==> config.mk <==
export PLATFORM = sky130hd
export DESIGN_NAME = dmem_port_arbiter
export DESIGN_NICKNAME = d
export VERILOG_FILES = /design/src/rtl/dmem_port_arbiter.sv
export SDC_FILE = /design/constraint.sdc
export NUM_CORES = 1
export LEC_CHECK = 0
export ABC_AREA = 1
export ABC_CLOCK_PERIOD_IN_PS = 1900
export CORE_AREA = 2 2 117 119
export DETAILED_ROUTE_END_ITERATION = 7
export DIE_AREA = 0 0 119 121
export PLACE_DENSITY_LB_ADDON = 0.12
export SKIP_LAST_GASP = 1
export SLEW_MARGIN = 20
export SYNTH_ARGS = -nofsm -noshare
export SYNTH_HDL_FRONTEND = slang
export SYNTH_SLANG_ARGS = --single-unit
==> constraint.sdc <==
create_clock -name clk -period 1.9 [get_ports clk]
set_clock_uncertainty 0.05 [all_clocks]
set_input_delay 0.475 -clock clk [delete_from_list [all_inputs] [get_ports clk]]
set_output_delay 0.475 -clock clk [all_outputs]
set_load 0.005 [all_outputs]
==> src/rtl/dmem_port_arbiter.sv <==
// -----------------------------------------------------------------------------
// dmem_port_arbiter
// Shares one data-memory port between the pipeline MEM stage (P) and a
// secondary master such as a debug/DMA engine (D). P has priority; D wins
// after STARVE_MAX consecutive denied cycles. Each access owns the memory for
// MEM_LAT cycles: reads are held for the whole access, and the write strobe
// fires only on the final cycle, so every access issues exactly one write.
//
// Ports
//   clk, rst                   clock (rising edge), async active-low reset
//   p_rd/p_wr/p_adr/p_wdata    pipeline request (held stable by p_stall)
//   p_rdata, p_stall           pipeline load data, pipeline hold
//   d_req/d_we/d_adr/d_wdata   secondary-master request (held until d_gnt)
//   d_gnt, d_rvalid, d_rdata   accept pulse, completion pulse, read data
//   mem_read/mem_write/mem_adr/mem_wdata/mem_rdata   data-memory port
// -----------------------------------------------------------------------------
module dmem_port_arbiter #(
    parameter int ADDR_W     = 32,
    parameter int DATA_W     = 32,
    parameter int MEM_LAT    = 1,
    parameter int STARVE_MAX = 4
) (
    input  logic              clk,
    input  logic              rst,
    input  logic              p_rd,
    input  logic              p_wr,
    input  logic [ADDR_W-1:0] p_adr,
    input  logic [DATA_W-1:0] p_wdata,
    output logic [DATA_W-1:0] p_rdata,
    output logic              p_stall,
    input  logic              d_req,
    input  logic              d_we,
    input  logic [ADDR_W-1:0] d_adr,
    input  logic [DATA_W-1:0] d_wdata,
    output logic              d_gnt,
    output logic              d_rvalid,
    output logic [DATA_W-1:0] d_rdata,
    output logic              mem_read,
    output logic              mem_write,
    output logic [ADDR_W-1:0] mem_adr,
    output logic [DATA_W-1:0] mem_wdata,
    input  logic [DATA_W-1:0] mem_rdata
);

    localparam int OCC_W  = (MEM_LAT > 1) ? $clog2(MEM_LAT) : 1;
    localparam int WAIT_W = $clog2(STARVE_MAX + 1);
    localparam logic [OCC_W-1:0]  OCC_LAST = OCC_W'(MEM_LAT - 1);
    localparam logic [WAIT_W-1:0] WAIT_MAX = WAIT_W'(STARVE_MAX);

    typedef enum logic [1:0] {
        ST_IDLE  = 2'd0,
        ST_OWN_P = 2'd1,
        ST_OWN_D = 2'd2
    } state_t;

    state_t              r_state;
    logic [OCC_W-1:0]    r_occ;
    logic [WAIT_W-1:0]   r_wait_cnt;
    logic                r_d_we;
    logic [ADDR_W-1:0]   r_d_adr;
    logic [DATA_W-1:0]   r_d_wdata;
    logic [DATA_W-1:0]   r_d_rdata;
    logic                r_d_rvalid;

    logic                w_p_req;
    logic                w_d_win;
    logic                w_p_win;
    logic                w_own_p;
    logic                w_own_d;
    logic [OCC_W-1:0]    w_occ;
    logic                w_last;
    logic                w_d_we;
    logic [ADDR_W-1:0]   w_d_adr;
    logic [DATA_W-1:0]   w_d_wdata;

    // Arbitration, ownership decode and the memory-port / pipeline outputs.
    always_comb begin
        w_p_req   = p_rd | p_wr;
        w_d_win   = 1'b0;
        w_p_win   = 1'b0;
        w_occ     = '0;
        case (r_state)
            ST_IDLE: begin
                // Gated by rst so nothing is granted or driven while held in reset.
                w_d_win = rst & d_req & (~w_p_req | (r_wait_cnt == WAIT_MAX));
                w_p_win = rst & ~w_d_win & w_p_req;
                w_occ   = '0;
            end
            ST_OWN_P: w_occ = r_occ;
            ST_OWN_D: w_occ = r_occ;
            default:  w_occ = '0;
        endcase

        w_own_p = w_p_win | (r_state == ST_OWN_P);
        w_own_d = w_d_win | (r_state == ST_OWN_D);
        w_last  = (w_occ == OCC_LAST);

        // On the grant cycle the request register is not loaded yet, so use the live fields.
        if (r_state == ST_IDLE) begin
            w_d_we    = d_we;
            w_d_adr   = d_adr;
            w_d_wdata = d_wdata;
        end else begin
            w_d_we    = r_d_we;
            w_d_adr   = r_d_adr;
            w_d_wdata = r_d_wdata;
        end

        if (w_own_p) begin
            mem_adr   = p_adr;
            mem_wdata = p_wdata;
            mem_read  = p_rd & ~p_wr;
            mem_write = p_wr & w_last;
            p_rdata   = mem_rdata;
        end else if (w_own_d) begin
            mem_adr   = w_d_adr;
            mem_wdata = w_d_wdata;
            mem_read  = ~w_d_we;
            mem_write = w_d_we & w_last;
            p_rdata   = '0;
        end else begin
            mem_adr   = '0;
            mem_wdata = '0;
            mem_read  = 1'b0;
            mem_write = 1'b0;
            p_rdata   = '0;
        end

        p_stall  = rst & w_p_req & ~(w_own_p & w_last);
        d_gnt    = w_d_win;
        d_rdata  = r_d_rdata;
        d_rvalid = r_d_rvalid;
    end

    // Ownership FSM, D request capture, D completion and starvation counter.
    always_ff @(posedge clk or negedge rst) begin
        if (!rst) begin
            r_state    <= ST_IDLE;
            r_occ      <= '0;
            r_wait_cnt <= '0;
            r_d_we     <= 1'b0;
            r_d_adr    <= '0;
            r_d_wdata  <= '0;
            r_d_rdata  <= '0;
            r_d_rvalid <= 1'b0;
        end else begin
            case (r_state)
                ST_IDLE: begin
                    if (w_d_win) begin
                        r_d_we    <= d_we;
                        r_d_adr   <= d_adr;
                        r_d_wdata <= d_wdata;
                        if (OCC_LAST != '0) begin
                            r_state <= ST_OWN_D;
                            r_occ   <= OCC_W'(1);
                        end else begin
                            r_state <= ST_IDLE;
                        end
                    end else if (w_p_win && (OCC_LAST != '0)) begin
                        r_state <= ST_OWN_P;
                        r_occ   <= OCC_W'(1);
                    end else begin
                        r_state <= ST_IDLE;
                    end
                end
                ST_OWN_P, ST_OWN_D: begin
                    if (w_last) begin
                        r_state <= ST_IDLE;
                        r_occ   <= '0;
                    end else begin
                        r_occ   <= r_occ + OCC_W'(1);
                    end
                end
                default: begin
                    r_state <= ST_IDLE;
                    r_occ   <= '0;
                end
            endcase

            // A finished D access acknowledges next cycle; only reads update d_rdata.
            r_d_rvalid <= w_own_d & w_last;
            if (w_own_d && w_last && !w_d_we) begin
                r_d_rdata <= mem_rdata;
            end

            if (w_d_win) begin
                r_wait_cnt <= '0;
            end else if (d_req && (r_wait_cnt != WAIT_MAX)) begin
                r_wait_cnt <= r_wait_cnt + WAIT_W'(1);
            end
        end
    end

endmodule

Yosys cells after proc, flatten, opt, wreduce, memory -nomap -nowiden
Index checks and enable logic that the tools add are counted.

Bits in writable memories: 0. Input port bits: 166. Output and inout port bits: 133. Bits in latches: 0. Register bits: 104. Word-level logic and storage cells: 65. Memories kept: 0. Bits in read-only memories: 0.

Shift-type cells: 0. Order comparisons: 0. Bitwise logic cells: 21. Add/sub/neg operators: 2. Divide/modulo/power cells: 0. Multiply operators: 0. Multiplexer cells: 21. Reductions and logical operators: 8. Equality and inequality tests: 5.

Operators by type and width (number): 2-to-1 mux 32 bit (7); AND 1 bit (11); 2-to-1 mux 1 bit (9); 2-to-1 mux 3 bit (2); NOT 1 bit (6); 2-to-1 mux 2 bit (2); bitwise OR 1 bit (4); adder 3 x 1 -> 3 bit, second input constant (1); equality test 3 bit, second input constant (1); logical AND 1 bit (3); != test 3 bit, second input constant (1); equality test 2 x 1 -> 1 bit, second input constant (1); equality test 2 bit, second input constant (1); logical NOT 2 bit (1); != test 2 bit, second input constant (1); case mux 1 bit (2 select lines) (1); AND reduction 2 bit (1); nonzero test 2 bit (1); OR reduction 2 bit (1); adder 1 bit, second input constant (1); logical NOT 1 bit (1).

Depth between registers and ports, before layout
Gate-level depths: netlist of the first run.

Depth in word-level cells: 12. Mapped depth: 9. Gate-level depth less buffers: 8.

Worst setup path after synthesis of the first run
Ideal clock, no wire load.

Path type: register -> output. Start: reg r_wait_cnt[0]. End: out mem_adr[0]. Cell stages (with the launch flop): 9. Path slack: 0.034 ns. Data required time: 1.375 ns. Arrival time: 1.341 ns. Buffers on the path: 1. Cells stage by stage: dfrtp_1 -> inv_1 -> ha_1 -> nand2_1 -> o21ai_4 -> nand2_2 -> clkbuf_1 -> nand3_1 -> nand2_1.

Cells in the longest elaborated chain, start to end: 9. Elaborated cells on any way between the ends: 12. Classes of those cells: 1 x eq/ne; 4 x mux; 7 x bitwise.

Ends and longest elaborated chain: start: declaration (line 58) `logic [WAIT_W-1:0] r_wait_cnt;`; start signal: assignment (line 189) `r_wait_cnt <= r_wait_cnt + WAIT_W'(1);`; equality test 3 bit (*) (line 85) `w_d_win = rst & d_req & (~w_p_req | (r_wait_cnt == WAIT_MAX));`; bitwise OR 1 bit (*) (line 85); AND 1 bit (*) (line 85); NOT 1 bit (line 86) `w_p_win = rst & ~w_d_win & w_p_req;`; AND 1 bit (2 in a row) (line 86); 2-to-1 mux 1 bit (line 82) `case (r_state)`; bitwise OR 1 bit (line 94) `w_own_p = w_p_win | (r_state == ST_OWN_P);`; 2-to-1 mux 32 bit (*) (line 109) `if (w_own_p) begin`; end: declaration (line 40) `output logic [ADDR_W-1:0] mem_adr,`.

Mark *: on every way between the ends. The rest lies on a longest branch, timed or not.

Worst setup path in the final report of the first run
Start: reg r_wait_cnt[1]. End: out mem_write.

Cells in the longest elaborated chain, start to end: 9. Elaborated cells on any way between the ends: 12. Classes of those cells: 1 x eq/ne; 4 x mux; 7 x bitwise.

Ends and longest elaborated chain: equality test 3 bit (*) (line 85); bitwise OR 1 bit (*) (line 85); AND 1 bit (*) (line 85); NOT 1 bit (line 86); AND 1 bit (2 in a row) (line 86); 2-to-1 mux 1 bit (line 82); bitwise OR 1 bit (line 94); 2-to-1 mux 1 bit (*) (line 109); end: declaration (line 39) `output logic mem_write,`.

Marked as above.

==> reports/qor.json, run 1 <==
{
  "critical_path.startpoint_type": {"value": "flop"},
  "endpoints_failing_hold": {"value": 0},
  "timing.max_cap.violations": {"value": 0},
  "whs": {"value": 0.107, "unit": "ns"},
  "clkTransAtPathRegs": {"value": 0.05, "unit": "ns"},
  "routed_via_density": {"value": 4.48},
  "finish.cell_count_without_fillers": {"value": 1025},
  "rows": {"value": 42},
  "power.density": {"value": 686, "unit": "nW/um^2"},
  "netlist_top_cells_area": {"value": "dfrtp_1 (32%), nand2_1 (28%), nand3_1 (13%)"},
  "grt_setup_unrepaired": {"value": "yes"},
  "globalRouteOverflowTotal": {"value": 0},
  "fp.dieW": {"value": 119, "unit": "um"},
  "clk_latency": {"value": 0.27, "unit": "ns"},
  "post_synth.cell_area_avg": {"value": 6.03, "unit": "sq um"},
  "timing.final.crit_period": {"value": 2.38, "unit": "ns"},
  "route.final.wire_length": {"value": 16700, "unit": "um"},
  "number_of_instances_in_the_placed_design": {"value": 958},
  "route.vias.total": {"value": 4596},
  "crit_fanout": {"value": 6},
  "synth.cell_area": {"value": 2790, "unit": "sq um"},
  "layout_cells_sized_above_1": {"value": 42.8, "unit": "%"},
  "layout.cell_area.non_filler": {"value": 7600, "unit": "sq um"},
  "synth_top_cell_by_area": {"value": "dfrtp_1"},
  "clock.fmax": {"value": 420, "unit": "MHz"},
  "antenna_found_initial": {"value": 1},
  "max-clock-path-buffers": {"value": 2},
  "port_bufs": {"value": 298},
  "final.setup.worst_slack": {"value": -0.482, "unit": "ns"},
  "tns": {"value": -39.61, "unit": "ns"},
  "crit_type": {"value": "reg2out"},
  "failing_checks": {"value": "setup timing"},
  "antenna_left": {"value": 0},
  "grt_use_total": {"value": 19.6, "unit": "%"},
  "ir_worst_vdd": {"value": 0.474, "unit": "mV"},
  "timing.critical_path.required": {"value": 1.37, "unit": "ns"},
  "final_util": {"value": 58.1, "unit": "%"},
  "area_growth": {"value": 172, "unit": "%"},
  "setup_viol": {"value": 100},
  "synth.yosys.seq_area_share": {"value": 32.3, "unit": "%"},
  "post_layout_power": {"value": 5.21, "unit": "mW"},
  "result_of_the_run": {"value": "finished, violations left"},
  "final_nets": {"value": 1015},
  "worstHoldPathType": {"value": "in2async"},
  "avgRoutedWirePerCell": {"value": 16.3, "unit": "um"},
  "cts_sinks": {"value": 36},
  "tritoncts_clock_tree": {"value": "done"},
  "synth.top_cell.area_share": {"value": 32.3, "unit": "%"},
  "syn_inst_count": {"value": 463},
  "gp_congestion": {"value": 0.859},
  "cts_hold_buf": {"value": 0},
  "largest_net_degree_at_the_start_of_global_routing": {"value": 34},
  "min_period_over_period": {"value": 125, "unit": "%"},
  "yosysUniqueCellTypes": {"value": 18},
  "relative_slew_slack": {"value": 72.5, "unit": "%"},
  "synth-seq-cells": {"value": 36},
  "arrival_time_worst_endpoint": {"value": 1.86, "unit": "ns"},
  "vias_in_the_first_global_route": {"value": 4246},
  "post_dp_cell_area": {"value": 6290, "unit": "sq um"},
  "cts_made_buffers": {"value": 5},
  "worst-slew-pin-transition": {"value": 0.412, "unit": "ns"},
  "die_area": {"value": 14400, "unit": "sq um"},
  "p_leak": {"value": 3.94, "unit": "nW"},
  "htreeDepth": {"value": 2},
  "drc": {"value": 0},
  "grt_first_pass_wirelength": {"value": 22500, "unit": "um"},
  "floorplan.die.height": {"value": 121, "unit": "um"},
  "initial_utilization": {"value": 21.3, "unit": "%"},
  "place_hpwl": {"value": 10900, "unit": "um"},
  "core_area": {"value": 13100, "unit": "sq um"},
  "postSynthNetCount": {"value": 631},
  "yosysWarningCount": {"value": 0},
  "maxSlewViolCount": {"value": 0},
  "io-pin-count": {"value": 299},
  "place_worst_setup_slack": {"value": -1.01, "unit": "ns"},
  "initialDrtViolationCount": {"value": 131},
  "cts-root-buf": {"value": "clkbuf_16"},
  "critPathCaptureType": {"value": "output port"},
  "detail_route.first_pass.iterations": {"value": 5}
}
[where the power goes]
part / internal (mW) / total [mW] / switching, mW
Sequential: 1.12 / 1.32 / 0.202
Clock: 0.522 / 0.830 / 0.308
Combinational: 1.82 / 3.06 / 1.25
[worst max-delay path: stages, from the launching register on]
cell     delay [ns]
dfrtp_1        0.40
inv_2          0.08
ha_4           0.14
nand2_4        0.06
o21ai_4        0.10
nand2_4        0.14
buf_12         0.17
buf_12         0.13
buf_8          0.11
nand2_2        0.05
nand2_2        0.05
inv_2          0.05
buf_6          0.08
[layer usage]
metal / wire length (um) / global-route usage (%) / part of all wire [%] / up-vias
li1: - / - / - / 2240
met1: 6380 / 21.5 / 38 / 2158
met2: 8930 / 37.5 / 53 / 179
met3: 1160 / 5.45 / 6.9 / 19
met4: 260 / 3.94 / 1.6 / 0
met5: 0 / 0 / 0 / -
[cells by family (layout without fill, tap and decap cells)]
kind of cell,Yosys count,in the layout,synth area share [%]
buffers and inverters,76,461,12.7
adders and majority gates,2,2,0.897
other,0,1,0
xor gates and xnor gates,1,1,0.314
DFF,36,36,32.3
AOI/OAI and AO/OA,2,2,0.762
and+or+nand+nor,346,346,53.0
[timing repair]
item / 4_1_cts / 5_1_grt
gates resized for setup: 182 / 390
setup endpoints to repair: 132 / 100
cloned: 8 / 8
setup buffers: 18 / 29
pin swaps: 7 / 39
[flip-flops by register name (all words and copies together) (netlist names)]
| register | cells |
|---|---|
| r_wait_cnt | 3 |
| d_rvalid | 1 |
| d_rdata | 32 |
[Yosys cell counts, drive strengths merged]
cell and n:
clkinv 1, o21ai 1, nand2 206, nand4 32, clkbuf 4, xor2 1
nand3 72, buf 32, nor2 36, dfrtp 36, a21oi 1, ha 2
inv 39
[layout by cell type (no fill, tap or decap), types with 2 or more instances in the layout]
master / count
nor2_4: 23
buf_16: 6
inv_1: 35
clkbuf_2: 31
buf_8: 4
dfrtp_1: 36
nand4_1: 32
clkbuf_16: 12
nand3_4: 3
nor2_1: 3
nor2_2: 10
clkdlybuf4s15_2: 2
clkdlybuf4s50_1: 194
nand3_1: 25
inv_2: 4
nand2_1: 154
buf_2: 57
buf_6: 28
buf_12: 13
buf_4: 68
nand3_2: 44
nand2_4: 16
nand2_2: 35
[area by class of cell]
class,instances,area [sq um]
timing repair buffer,413,3950
fill,1204,5490
inverter,40,150
sequential,36,901
clock buffer,7,143
clock inverter,1,7.51
tap,176,220
antenna,1,2.50
multi-input combinational,351,2230
[path summary, 6_finish.rpt]
path | startpoint | end | slack (ns) | depth (start not counted)
worst max register to register | r_wait_cnt[1] | r_wait_cnt[1] | 0.13 | 11
worst max-delay path | r_wait_cnt[1] | mem_write | -0.48 | 12
worst min-delay path | rst | r_wait_cnt[2] | 0.11 | 2
max in group asynchronous | rst | d_rdata[0] | 1.26 | 2
worst min register to register | d_rdata[8] | d_rdata[8] | 0.42 | 2
min in group clk | d_rdata[8] | d_rdata[8] | 0.42 | 2
(Power assumes the default switching activity.)
==> run 2: changes to the inputs <==
--- a/config.mk
+++ b/config.mk
@@ -6,7 +6,7 @@
 export NUM_CORES = 1
 export LEC_CHECK = 0
 export ABC_AREA = 1
-export ABC_CLOCK_PERIOD_IN_PS = 1900
+export ABC_CLOCK_PERIOD_IN_PS = 2710
 export CORE_AREA = 2 2 117 119
 export DETAILED_ROUTE_END_ITERATION = 7
 export DIE_AREA = 0 0 119 121
==> constraint.sdc (replaced) <==
create_clock -name clk -period 2.71 [get_ports clk]
set_clock_uncertainty 0.05 [all_clocks]
set_input_delay 0.6775 -clock clk [delete_from_list [all_inputs] [get_ports clk]]
set_output_delay 0.6775 -clock clk [all_outputs]
set_load 0.005 [all_outputs]
==> reports/qor.json, run 2 (synthesized netlist as in run 1, its figures left out) <==
{
  "result_of_the_run": {"value": "finished, violations left"},
  "failing_checks": {"value": "setup timing"},
  "place_hpwl": {"value": 10800, "unit": "um", "change": "-0.71%"},
  "clock.fmax": {"value": 362, "unit": "MHz"},
  "htreeDepth": {"value": 2, "change": "unchanged"},
  "post_layout_power": {"value": 3.41, "unit": "mW", "change": "-35%"},
  "ir_worst_vdd": {"value": 0.267, "unit": "mV", "change": "-44%"},
  "routed_via_density": {"value": 4.43, "change": "-1.2%"},
  "layout_commonest_cell": {"value": "clkdlybuf4s50_1"},
  "grt_busiest_layer": {"value": "met2"},
  "cts_sinks": {"value": 36, "change": "unchanged"},
  "final.fill_count": {"value": 1278, "change": "+6.1%"},
  "reg2reg_from": {"value": "r_wait_cnt[0]"},
  "worst-slew-pin-transition": {"value": 0.427, "unit": "ns", "change": "+0.0142 ns"},
  "rr_endpoint": {"value": "r_wait_cnt[2]"},
  "ff_latch_area": {"value": 901, "unit": "sq um", "change": "unchanged"},
  "grt_setup_unrepaired": {"value": "yes"},
  "cell_depth_of_the_worst_flop_to_flop_path": {"value": 11, "change": "unchanged"},
  "route.vias.total": {"value": 4310, "change": "-6.2%"},
  "crit_type": {"value": "in2out"},
  "critPathCaptureType": {"value": "output port"},
  "vias_in_the_first_global_route": {"value": 4222, "change": "-0.57%"},
  "largest_register_ff_count": {"value": 32, "change": "unchanged"},
  "worstHoldPathType": {"value": "in2async"},
  "met1_global_route_usage": {"value": 21.9, "unit": "%", "change": "+0.36 points"},
  "drc": {"value": 0, "change": "unchanged"},
  "antenna_found_initial": {"value": 1, "change": "unchanged"},
  "grt_util_met3": {"value": 5.45, "unit": "%", "change": "unchanged"},
  "core_area": {"value": 13100, "unit": "sq um", "change": "unchanged"},
  "path_cells": {"value": "buf_2 > inv_1 > nand2_2 > a21oi_4 > buf_4 > buf_12 > nand2_1 > nand2_1 > clkdlybuf4s50_1"},
  "rrSetupSlack": {"value": 1.01, "unit": "ns", "change": "+0.88 ns"},
  "floorplan.die.height": {"value": 121, "unit": "um", "change": "unchanged"},
  "timing.final.crit_period": {"value": 2.76, "unit": "ns"},
  "multi_input_gate_area_in_the_final_layout": {"value": 1600, "unit": "sq um", "change": "-28%"},
  "io-pin-count": {"value": 299, "change": "unchanged"},
  "timing.critical_path.required": {"value": 1.98, "unit": "ns", "change": "+0.61 ns"},
  "crit_path_top_delay_cell": {"value": "clkdlybuf4s50_1"},
  "clkTransAtPathRegs": {"value": 0.06, "unit": "ns", "change": "about the same"},
  "max-clock-path-buffers": {"value": 2, "change": "unchanged"},
  "gp_congestion": {"value": 0.862, "change": "+0.28%"},
  "final_util": {"value": 51.2, "unit": "%", "change": "-6.9 points"},
  "endpoints_failing_hold": {"value": 0, "change": "unchanged"},
  "die_area": {"value": 14400, "unit": "sq um", "change": "unchanged"},
  "route.final.wire_length": {"value": 15400, "unit": "um", "change": "-7.9%"},
  "initialDrtViolationCount": {"value": 174, "change": "+33%"},
  "critical-path-top-cell-by-count": {"value": "nand2_1"},
  "arrival_time_worst_endpoint": {"value": 2.04, "unit": "ns", "change": "+0.18 ns"},
  "initial_utilization": {"value": 21.3, "unit": "%", "change": "unchanged"},
  "grt_first_pass_wirelength": {"value": 22600, "unit": "um", "change": "+0.28%"},
  "cts_made_buffers": {"value": 5, "change": "unchanged"},
  "layout_common_cells": {"value": "clkdlybuf4s50_1 (209), nand2_1 (201), nand3_1 (71)"},
  "layout_cells_sized_above_1": {"value": 13.3, "unit": "%", "change": "-29 points"},
  "antenna_left": {"value": 0, "change": "unchanged"},
  "final.setup.worst_slack": {"value": -0.0527, "unit": "ns", "change": "+0.429 ns"},
  "timing.max_cap.violations": {"value": 0, "change": "unchanged"},
  "rows": {"value": 42, "change": "unchanged"},
  "cts_hold_buf": {"value": 0, "change": "unchanged"},
  "use_met2": {"value": 37.0, "unit": "%", "change": "-0.50 points"},
  "final_nets": {"value": 963, "change": "-5.1%"},
  "globalRouteOverflowTotal": {"value": 0, "change": "unchanged"},
  "port_bufs": {"value": 298, "change": "unchanged"},
  "longest_individual_stage_delay_on_the_worst_path": {"value": 0.50, "unit": "ns", "change": "+0.10 ns"},
  "crit_fanout": {"value": 17, "change": "+11"},
  "relative_slew_slack": {"value": 71.6, "unit": "%", "change": "-0.95 points"},
  "fp.dieW": {"value": 119, "unit": "um", "change": "unchanged"},
  "min_period_over_period": {"value": 102, "unit": "%"},
  "largest_net_degree_at_the_start_of_global_routing": {"value": 34, "change": "unchanged"},
  "detail_route.first_pass.iterations": {"value": 4, "change": "-1"},
  "avgRoutedWirePerCell": {"value": 15.8, "unit": "um", "change": "-3.0%"},
  "power.density": {"value": 508, "unit": "nW/um^2", "change": "-26%"},
  "cp-startpoint": {"value": "p_wr"},
  "cts-root-buf": {"value": "clkbuf_16"},
  "maxSlewViolCount": {"value": 0, "change": "unchanged"},
  "clk_latency": {"value": 0.27, "unit": "ns", "change": "about the same"},
  "grt_use_total": {"value": 19.8, "unit": "%", "change": "+0.19 points"},
  "tritoncts_clock_tree": {"value": "done"},
  "p_leak": {"value": 3.82, "unit": "nW", "change": "-3.1%"},
  "setup_viol": {"value": 17, "change": "-83%"},
  "critical_path.startpoint_type": {"value": "input pin"},
  "area_growth": {"value": 140, "unit": "%"}
}
==> run 2: worst max-delay path by stage <==
stage             endpoint  slack (ns)  depth (start not counted)
2_1_floorplan   mem_adr[0]        0.53                          6
5_1_grt        mem_adr[11]       -0.15                          9
6_report       mem_adr[27]       -0.05                          9
4_1_cts        mem_adr[10]       -0.13                          8
3_3_place_gp      mem_read       -0.57                          6
3_5_place_dp      mem_read       -0.60                          6
==> run 2: critical path, delay by kind of cell <==
kind,cells,cell delay [ns]
compound gates,1,0.18
buf+inv,5,0.98
simple gates,3,0.20
==> run 2: power by group <==
group | total (mW) | switching [mW] | internal (mW)
clock network | 0.582 | 0.215 | 0.367
logic | 1.90 | 0.739 | 1.16
registers | 0.925 | 0.143 | 0.783
total | 3.41 | 1.10 | 2.31
==> run 2: cell type report <==
cell class	instances	area share, %
timing repair buffer	361	54.8
multi-input combinational	351	23.9
sequential	36	13.5
tap	176	3.29
inverter	40	2.24
clock buffer	6	2.07
clock inverter	2	0.206
antenna	1	0.0374
==> run 2: metal layers <==
metal	vias to the layer above	share of wire (%)
li1	2135	-
met1	1962	38
met2	188	52
met3	25	7.5
met4	0	2.5
met5	-	0
==> run 2: repair_timing <==
item,4_1_cts,5_1_grt
pin swaps,4,3
gates cloned,7,2
endpoints found under the setup margin,100,86
setup buffers,25,7
resized for setup,95,70
==> run 2: through the flow <==
step	instances	TNS (ns)	hold slack [ns]	setup slack, ns	area, sq um
after floorplan	463	0	0.332	0.529	2790
after global placement	925	-47.12	0.403	-0.569	6040
after detailed placement	925	-53.04	0.407	-0.604	6040
after CTS	965	-3.71	0.302	-0.132	6600
after global routing	972	-2.38	0.306	-0.145	6690
final	973	-0.588	0.303	-0.0527	6700
==> run 3: changes to the inputs <==
--- a/config.mk
+++ b/config.mk
@@ -10,7 +10,7 @@
 export CORE_AREA = 2 2 117 119
 export DETAILED_ROUTE_END_ITERATION = 7
 export DIE_AREA = 0 0 119 121
-export PLACE_DENSITY_LB_ADDON = 0.12
+export PLACE_DENSITY = 0.73
 export SKIP_LAST_GASP = 1
 export SLEW_MARGIN = 20
 export SYNTH_ARGS = -nofsm -noshare
==> reports/qor.json, run 3 (synthesized netlist as in run 1, its figures left out) <==
{
  "result_of_the_run": {"value": "finished, violations left"},
  "failing_checks": {"value": "setup timing"},
  "critical_path.startpoint_type": {"value": "input pin"},
  "initial_utilization": {"value": 21.3, "unit": "%", "change": "unchanged"},
  "antenna_found_initial": {"value": 0, "change": "-1"},
  "avgRoutedWirePerCell": {"value": 14.5, "unit": "um", "change": "-8.3%"},
  "seq_power_share": {"value": 27.7, "unit": "%", "change": "+0.5 points"},
  "largest_register_ff_count": {"value": 32, "change": "unchanged"},
  "ir_worst_vdd": {"value": 0.339, "unit": "mV", "change": "+27%"},
  "arrival_time_worst_endpoint": {"value": 2.00, "unit": "ns", "change": "-0.04 ns"},
  "htreeDepth": {"value": 2, "change": "unchanged"},
  "p_leak": {"value": 3.79, "unit": "nW", "change": "-0.79%"},
  "grt_first_pass_wirelength": {"value": 21200, "unit": "um", "change": "-6.0%"},
  "route.vias.total": {"value": 4339, "change": "+0.67%"},
  "final.setup.worst_slack": {"value": -0.0161, "unit": "ns", "change": "+0.0366 ns"},
  "net-switching-power": {"value": 1.08, "unit": "mW", "change": "-1.8%"},
  "routed_via_density": {"value": 4.40, "change": "-0.65%"},
  "largest_net_degree_at_the_start_of_global_routing": {"value": 33, "change": "-2.9%"},
  "fraction_of_power_spent_switching_nets": {"value": 32.4, "unit": "%", "change": "+0.15 points"},
  "die_area": {"value": 14400, "unit": "sq um", "change": "unchanged"},
  "layout_cells_sized_above_1": {"value": 17.3, "unit": "%", "change": "+4.0 points"},
  "internal_power": {"value": 2.25, "unit": "mW", "change": "-2.5%"},
  "port_bufs": {"value": 298, "change": "unchanged"},
  "rows": {"value": 42, "change": "unchanged"},
  "crit_type": {"value": "in2out"},
  "finish.cell_count_without_fillers": {"value": 986, "change": "+1.3%"},
  "critPathCaptureType": {"value": "output port"},
  "fp.dieW": {"value": 119, "unit": "um", "change": "unchanged"},
  "relative_slew_slack": {"value": 77.0, "unit": "%", "change": "+5.4 points"},
  "endpoints_failing_hold": {"value": 0, "change": "unchanged"},
  "worst-slew-pin-transition": {"value": 0.345, "unit": "ns", "change": "-0.0814 ns"},
  "tns": {"value": -0.0161, "unit": "ns", "change": "+0.572 ns"},
  "rr_endpoint": {"value": "d_rdata[15]"},
  "clock.fmax": {"value": 367, "unit": "MHz", "change": "+1.3%"},
  "timing.max_cap.violations": {"value": 0, "change": "unchanged"},
  "whs": {"value": 0.335, "unit": "ns", "change": "+0.0318 ns"},
  "min_period_over_period": {"value": 101, "unit": "%", "change": "-1.3 points"},
  "worstSetupEndpoint": {"value": "mem_adr[22]"},
  "grt_setup_unrepaired": {"value": "yes"},
  "maxSlewViolCount": {"value": 0, "change": "unchanged"},
  "grt_use_total": {"value": 18.3, "unit": "%", "change": "-1.5 points"},
  "worstHoldPathType": {"value": "in2async"},
  "rrSetupSlack": {"value": 0.98, "unit": "ns", "change": "-0.03 ns"},
  "crit_fanout": {"value": 3, "change": "-14"},
  "place_hpwl": {"value": 10700, "unit": "um", "change": "-1.2%"},
  "tritoncts_clock_tree": {"value": "done"},
  "place_worst_setup_slack": {"value": -0.584, "unit": "ns", "change": "+0.0202 ns"},
  "timing.critical_path.required": {"value": 1.98, "unit": "ns", "change": "about the same"},
  "globalRouteOverflowTotal": {"value": 0, "change": "unchanged"},
  "initialDrtViolationCount": {"value": 154, "change": "-11%"},
  "timing.final.crit_period": {"value": 2.73, "unit": "ns", "change": "-0.0366 ns"},
  "power.density": {"value": 493, "unit": "nW/um^2", "change": "-3.0%"},
  "antenna_left": {"value": 0, "change": "unchanged"},
  "floorplan.die.height": {"value": 121, "unit": "um", "change": "unchanged"},
  "drc": {"value": 0, "change": "unchanged"},
  "vias_in_the_first_global_route": {"value": 4140, "change": "-1.9%"},
  "clkTransAtPathRegs": {"value": 0.06, "unit": "ns", "change": "about the same"},
  "cell_depth_of_the_worst_flop_to_flop_path": {"value": 10, "change": "-1"},
  "route.final.wire_length": {"value": 14300, "unit": "um", "change": "-7.1%"},
  "layout_commonest_cell": {"value": "nand2_1"},
  "layout_common_cells": {"value": "nand2_1 (202), clkdlybuf4s50_1 (197), nand3_1 (66)"},
  "max-clock-path-buffers": {"value": 2, "change": "unchanged"},
  "detail_route.first_pass.iterations": {"value": 4, "change": "unchanged"},
  "comb_power_share": {"value": 55.5, "unit": "%", "change": "-0.2 points"},
  "cts_sinks": {"value": 36, "change": "unchanged"},
  "insertedDiodeCount": {"value": 0, "change": "-1"},
  "cts-root-buf": {"value": "clkbuf_16"},
  "clk_latency": {"value": 0.27, "unit": "ns", "change": "about the same"},
  "final_nets": {"value": 977, "change": "+1.5%"},
  "io-pin-count": {"value": 299, "change": "unchanged"},
  "core_area": {"value": 13100, "unit": "sq um", "change": "unchanged"},
  "number_of_instances_in_the_placed_design": {"value": 949, "change": "+2.6%"},
  "power_frac_clock": {"value": 16.8, "unit": "%", "change": "-0.3 points"},
  "gp_congestion": {"value": 0.813, "change": "-5.7%"},
  "setup_viol": {"value": 1, "change": "-16"},
  "area_growth": {"value": 142, "unit": "%"},
  "final.fill_count": {"value": 1258, "change": "-1.6%"},
  "cts_made_buffers": {"value": 5, "change": "unchanged"},
  "cp-startpoint": {"value": "d_req"},
  "reg2reg_from": {"value": "r_wait_cnt[1]"}
}
[run 3: cell types whose count changed in the layout (fill, tap and decap cells not counted), moves of 3 or more]
cell	before	now
buf_12	9	13
clkbuf_2	17	24
nand3_1	71	66
clkdlybuf4s50_1	209	197
dlymetal6s2s_1	26	19
buf_4	40	50
clkdlybuf4s15_2	0	3
nand3_2	0	6
buf_2	3	11
dlygate4sd2_1	40	32
clkdlybuf4s15_1	3	12
[run 3: area by class of cell]
cell class                      count  area, sq um  area share [%]
Clock buffer                        7          133            1.97
Clock inverter                      1         8.76           0.130
Inverter                           40          150            2.23
Multi-Input combinational cell    351         1620            24.0
Sequential cell                    36          901            13.4
Tap cell                          176          220            3.26
Timing Repair Buffer              375         3720            55.1
[run 3: worst min-delay path by stage]
| stage | start | slack [ns] | endpoint |
|---|---|---|---|
| 2_1_floorplan | rst | 0.33 | d_rdata[0] |
| 3_3_place_gp | d_rdata[19] | 0.40 | d_rdata[19] |
| 3_5_place_dp | d_rdata[1] | 0.41 | d_rdata[1] |
| 4_1_cts | rst | 0.33 | d_rdata[31] |
| 5_1_grt | rst | 0.35 | d_rdata[31] |
| 6_report | rst | 0.33 | r_wait_cnt[1] |
[run 3: repair_timing]
item | 4_1_cts | 5_1_grt
endpoints found under the setup margin | 100 | 72
buffers inserted | 17 | 8
gates resized for setup | 137 | 91
hold buffers | 0 | 0
pin swaps | 6 | 3
gates cloned | 5 | 1
[run 3: worst max-delay path, cell delays in order]
cell and delay, ns:
clkdlybuf4s15_2 0.20, nand2_2 0.07, buf_4 0.14, a21oi_4 0.14
buf_4 0.15, nand2_1 0.05, nand2_1 0.06, clkdlybuf4s50_1 0.50
[run 3: metal layers]
metal	track usage [%]	part of all wire, %	up-vias
li1	-	-	2160
met1	20.5	39	1981
met2	33.5	52	180
met3	5.22	7.5	18
met4	5.21	2.0	0
met5	0	0	-
[run 3: power groups by stage]
stage / Combinational, mW / Clock [mW] / Sequential, mW
2_1_floorplan: 0.516 / 0 / 0.937
3_3_place_gp: 1.74 / 0 / 0.914
3_5_place_dp: 1.76 / 0 / 0.920
4_1_cts: 1.81 / 0.577 / 0.923
5_1_grt: 2.02 / 0.600 / 0.957
6_report: 1.85 / 0.560 / 0.923
[run 3: metrics by stage]
stage | power [mW] | instance area, sq um | utilization [%]
after floorplan | 1.45 | 2790 | -
after global placement | 2.66 | 6300 | 48.1
after detailed placement | 2.68 | 6300 | 48.1
after CTS | 3.31 | 6670 | 51.0
after global routing | 3.58 | 6750 | 51.6
final | 3.33 | 6750 | 51.6
==> RTL change 1: new RTL, config.mk and constraints of run 3 <==
Set the parameter `STARVE_MAX` to 8 (it was 4).
--- a/src/rtl/dmem_port_arbiter.sv
+++ b/src/rtl/dmem_port_arbiter.sv
@@ -20,3 +20,3 @@
     parameter int MEM_LAT    = 1,
-    parameter int STARVE_MAX = 4
+    parameter int STARVE_MAX = 8
 ) (
Formal check against the unedited RTL: same outputs for any inputs over 4 cycles, from zero or initial values and one cycle with rst low; that may be too few to reach the edited logic, so the function may still have changed.
==> RTL change 1 against run 3 <==
The run still ends with setup timing left. Largest power group unchanged. Sequential cell count rose by 1. Count of clock-buffer cells in the layout decreased by 2. Clock power up 37%. Wire length rose by 8.9%. Final area increased by 6.6%. Worst setup slack worse by 0.048 ns. Synthesized cell count up 3.2%. Die area unchanged. Synthesized area increased by 12%. Power grew 5.3%. Via count increased by 4.5%. Utilization grew 3.4 points. Non-clock buffer count fell by 3.
==> RTL change 1: results (changes against run 3) <==
----------------------------------------------------
[Placed design]
  Worst Setup Slack post-DPL ... -0.492 ns (was -0.584 ns)
  Instance count after placement with tap cells included ... 945 (was 949)
  Detail Placement HPWL ... 11000 microns (was 10700 microns)
  Cell Area, Placed ... 6410 sq um (was 6300 sq um)

[Global route]
  First-pass GRT wire length ... 23600 microns (was 21200 microns)
  Routing usage on met3 ... 4.75% (was 5.22%)
  GR met2 Demand/Resource ... 37.1% (was 33.5%)
  Via count of the first global-routing pass ... 4334 (was 4140)
  Global-route usage over all layers ... 20.4% (was 18.3%)

[Timing]
  Slew of the pin with the lowest slew margin ... 0.426 ns (was 0.345 ns)
  Final WS setup ... -0.0636 ns (was -0.0161 ns)
  Final setup fails ... 12 (was 1)

[Synth]
  Most numerous cell types in the synthesized netlist ... sky130_fd_sc_hd__nand2_1 (140), sky130_fd_sc_hd__nand3_1 (114), sky130_fd_sc_hd__inv_1 (41) (was sky130_fd_sc_hd__nand2_1 (205), sky130_fd_sc_hd__nand3_1 (71), sky130_fd_sc_hd__inv_1 (38))
  Synth Area in Adders ... 0.799% (was 0.897%)
  Post-synth cell types ... 20 (was 18)
  Net count after synthesis ... 646 (was 631)
  Part of the Yosys area used for sequential elements ... 29.6% (was 32.3%)
  Post-synthesis share of cell area spent on xor and xnor gates ... 0% (was 0.314%)
  Compound-cell area share of the yosys netlist ... 0.480% (was 0.762%)

[Detailed routing]
  Wire length on met3 ... 1140 microns (was 1070 microns)
  Routed wire length ... 15600 microns (was 14300 microns)
  Routed wl met2 ... 8140 microns (was 7410 microns)
  Detailed-route via count ... 4534 (was 4339)

[Critical path]
  Crit path arrival time ... 2.05 ns (was 2.00 ns)
  Worst r2r dst ... d_rdata[9]$_DFFE_PN0P_ (was d_rdata[15]$_DFFE_PN0P_)
  Largest fanout on the critical path ... 9 (was 3)
  Crit. Startpoint ... p_rd (was d_req)
  R2R Path Start ... r_wait_cnt[0]$_DFFE_PN0P_ (was r_wait_cnt[1]$_DFFE_PN0P_)
  CP endpoint ... mem_adr[12] (was mem_adr[22])

[Cells and area]
  Portion of the layout cell area used by clock cells ... 2.70% (was 2.10%)
  Post-layout net count ... 982 (was 977)
  Layout area overhead ... 130% (was 142%)
  Number of filler cells placed in the layout ... 1241 (was 1258)
  Number of clock-tree buffers in the layout ... 5 (was 7)
  Sequential fraction of total cell area ... 12.9% (was 13.4%)
  Layout non-clock buf frac ... 53.3% (was 55.1%)

[Power]
  Sequential logic power ... 886 uW (was 923 uW)
  Total power ... 3500 uW (was 3330 uW)
  Switching pwr ... 1100 uW (was 1080 uW)

[Outcome]
  Violations in the final reports ... setup timing (unchanged)
  Result of the run ... finished, violations left (unchanged)

[CTS]
  Number of sinks driven by the clock tree ... 37 (was 36)

----------------------------------------------------
[RTL change 1: changes by cell type after synthesis, moves of 2 or more]
cell                      delta
sky130_fd_sc_hd__buf_2       +6
sky130_fd_sc_hd__buf_4       -5
sky130_fd_sc_hd__buf_6       +7
sky130_fd_sc_hd__inv_1       +3
sky130_fd_sc_hd__nand2_1    -65
sky130_fd_sc_hd__nand2_2     +2
sky130_fd_sc_hd__nand2_4     +2
sky130_fd_sc_hd__nand3_1    +43
sky130_fd_sc_hd__nand3_2    +21
sky130_fd_sc_hd__nor2_1      -9
sky130_fd_sc_hd__nor2_2      +9
[RTL change 1: what timing repair did]
action,in CTS,in global routing
setup endpoints to repair,100,68
gates resized for setup,113,80
setup buffers,22,9
pin swaps,6,3
gates cloned,9,0
[RTL change 1: critical path: cells and delay by family]
family        cells  cell delay, ns
buf+inv           5            0.99
simple gates      5            0.37
==> RTL change 2: new RTL, flow settings as in run 3 <==
Without the edit above. Reset style: synchronous (`rst`), changed in one clocked block. Comments in the files are not updated.
--- a/src/rtl/dmem_port_arbiter.sv
+++ b/src/rtl/dmem_port_arbiter.sv
@@ -135,3 +135,3 @@
     // Ownership FSM, D request capture, D completion and starvation counter.
-    always_ff @(posedge clk or negedge rst) begin
+    always_ff @(posedge clk) begin
         if (!rst) begin
Formal check against the unedited RTL: differs if rst is asserted again (counterexample within 4 cycles, from zero or initial values and one cycle with rst low); with rst held inactive, the same outputs for 4 cycles.
==> RTL change 2 against run 3 <==
The run still ends with setup timing left. Maximum frequency fell by 2.1%. First-iteration DRC count increased by 67%. Synthesized area is 9.1% higher. Worst setup slack got worse by 0.058 ns. Critical path depth grew 1. Wire length rose by 8.1%. Synthesized cell count rose by 22%. Sequential cell count unchanged. Register-to-register slack lost 0.20 ns. Via count increased by 7.5%. Final area rose by 2.4%.
Power is not compared: it rests on default switching activity, and its combinational part moved more than twofold at a synthesized area within 25%.
==> RTL change 2: results (changes against run 3) <==
----------------------------------------------------
[Outcome]
  Result of the run ... finished, violations left (unchanged)
  Violations in the final reports ... setup timing (unchanged)

[Timing]
  Slew margin rel. ... 76.4% (was 77.0%)
  Final WS setup ... -0.0746 ns (was -0.0161 ns)
  Final setup fails ... 29 (was 1)

[Placed design]
  RD Place Congestion ... 0.818 (was 0.813)
  Worst Setup Slack post-DPL ... -0.508 ns (was -0.584 ns)
  Instance count after placement with tap cells included ... 1011 (was 949)
  Detail Placement HPWL ... 11200 microns (was 10700 microns)

[Global route]
  Pin count of the biggest net entering global routing ... 62 (was 33)
  First-pass GRT wire length ... 23200 microns (was 21200 microns)
  Via count of the first global-routing pass ... 4387 (was 4140)
  Global-route usage over all layers ... 20.3% (was 18.3%)

[Synth]
  Net count after synthesis ... 732 (was 631)
  Share of flip-flops with an asynchronous set or reset after synthesis ... 0% (was 100%)
  Synth Area in Adders ... 0.822% (was 0.897%)
  Part of the Yosys area used for sequential elements ... 23.7% (was 32.3%)
  Post-synthesis share of cell area spent on xor and xnor gates ... 0.288% (was 0.314%)
  Most used flip-flop cell after synthesis ... sky130_fd_sc_hd__dfxtp_1 (was sky130_fd_sc_hd__dfrtp_1)

[Detailed routing]
  Detailed-route wire length per cell ... 14.8 microns (was 14.5 microns)
  First DRT Iteration DRCs ... 257 (was 154)
  Drt first pass iters ... 6 (was 4)

[Cells and area]
  Share of post-route cells with drive strength above 1 ... 9.40% (was 17.3%)

[Critical path]
  Worst r2r dst ... d_rdata[31]$_SDFFE_PN0P_ (was d_rdata[15]$_DFFE_PN0P_)
  Largest fanout on the critical path ... 32 (was 3)
  Setup slack, reg-to-reg ... 0.78 ns (was 0.98 ns)
  Crit. Startpoint ... r_wait_cnt[1]$_SDFFE_PP0P_ (was d_req)
  Crit path arrival time ... 2.06 ns (was 2.00 ns)

----------------------------------------------------
RTL change 2: power groups by stage:
stage | registers [uW] | clock network, uW | logic [uW]
2_1_floorplan | 562 | 0 | 223
6_report | 551 | 649 | 750
5_1_grt | 552 | 692 | 817
4_1_cts | 550 | 676 | 750
3_5_place_dp | 562 | 0 | 727
3_3_place_gp | 561 | 0 | 728
RTL change 2: per-layer routing:
| layer | global-route usage (%) | routed length (microns) |
|---|---|---|
| met1 | 23.2 | 5910 |
| met2 | 37.0 | 8020 |
| met3 | 5.17 | 1160 |
| met4 | 5.88 | 377 |
| met5 | 0 | 0 |
RTL change 2: area by class of cell:
class | count | area (sq um)
fill | 1288 | 6170
timing repair buffer | 347 | 3650
sequential | 36 | 723
antenna | 1 | 2.50
clock inverter | 2 | 35.0
clock buffer | 6 | 129
inverter | 104 | 403
multi-input combinational | 377 | 1750
tap | 176 | 220
RTL change 2: timing repair:
action	in CTS	in global routing
buffers inserted	8	13
cloned	6	2
resized for setup	80	65
pin swaps	3	2
setup endpoints to repair	100	74
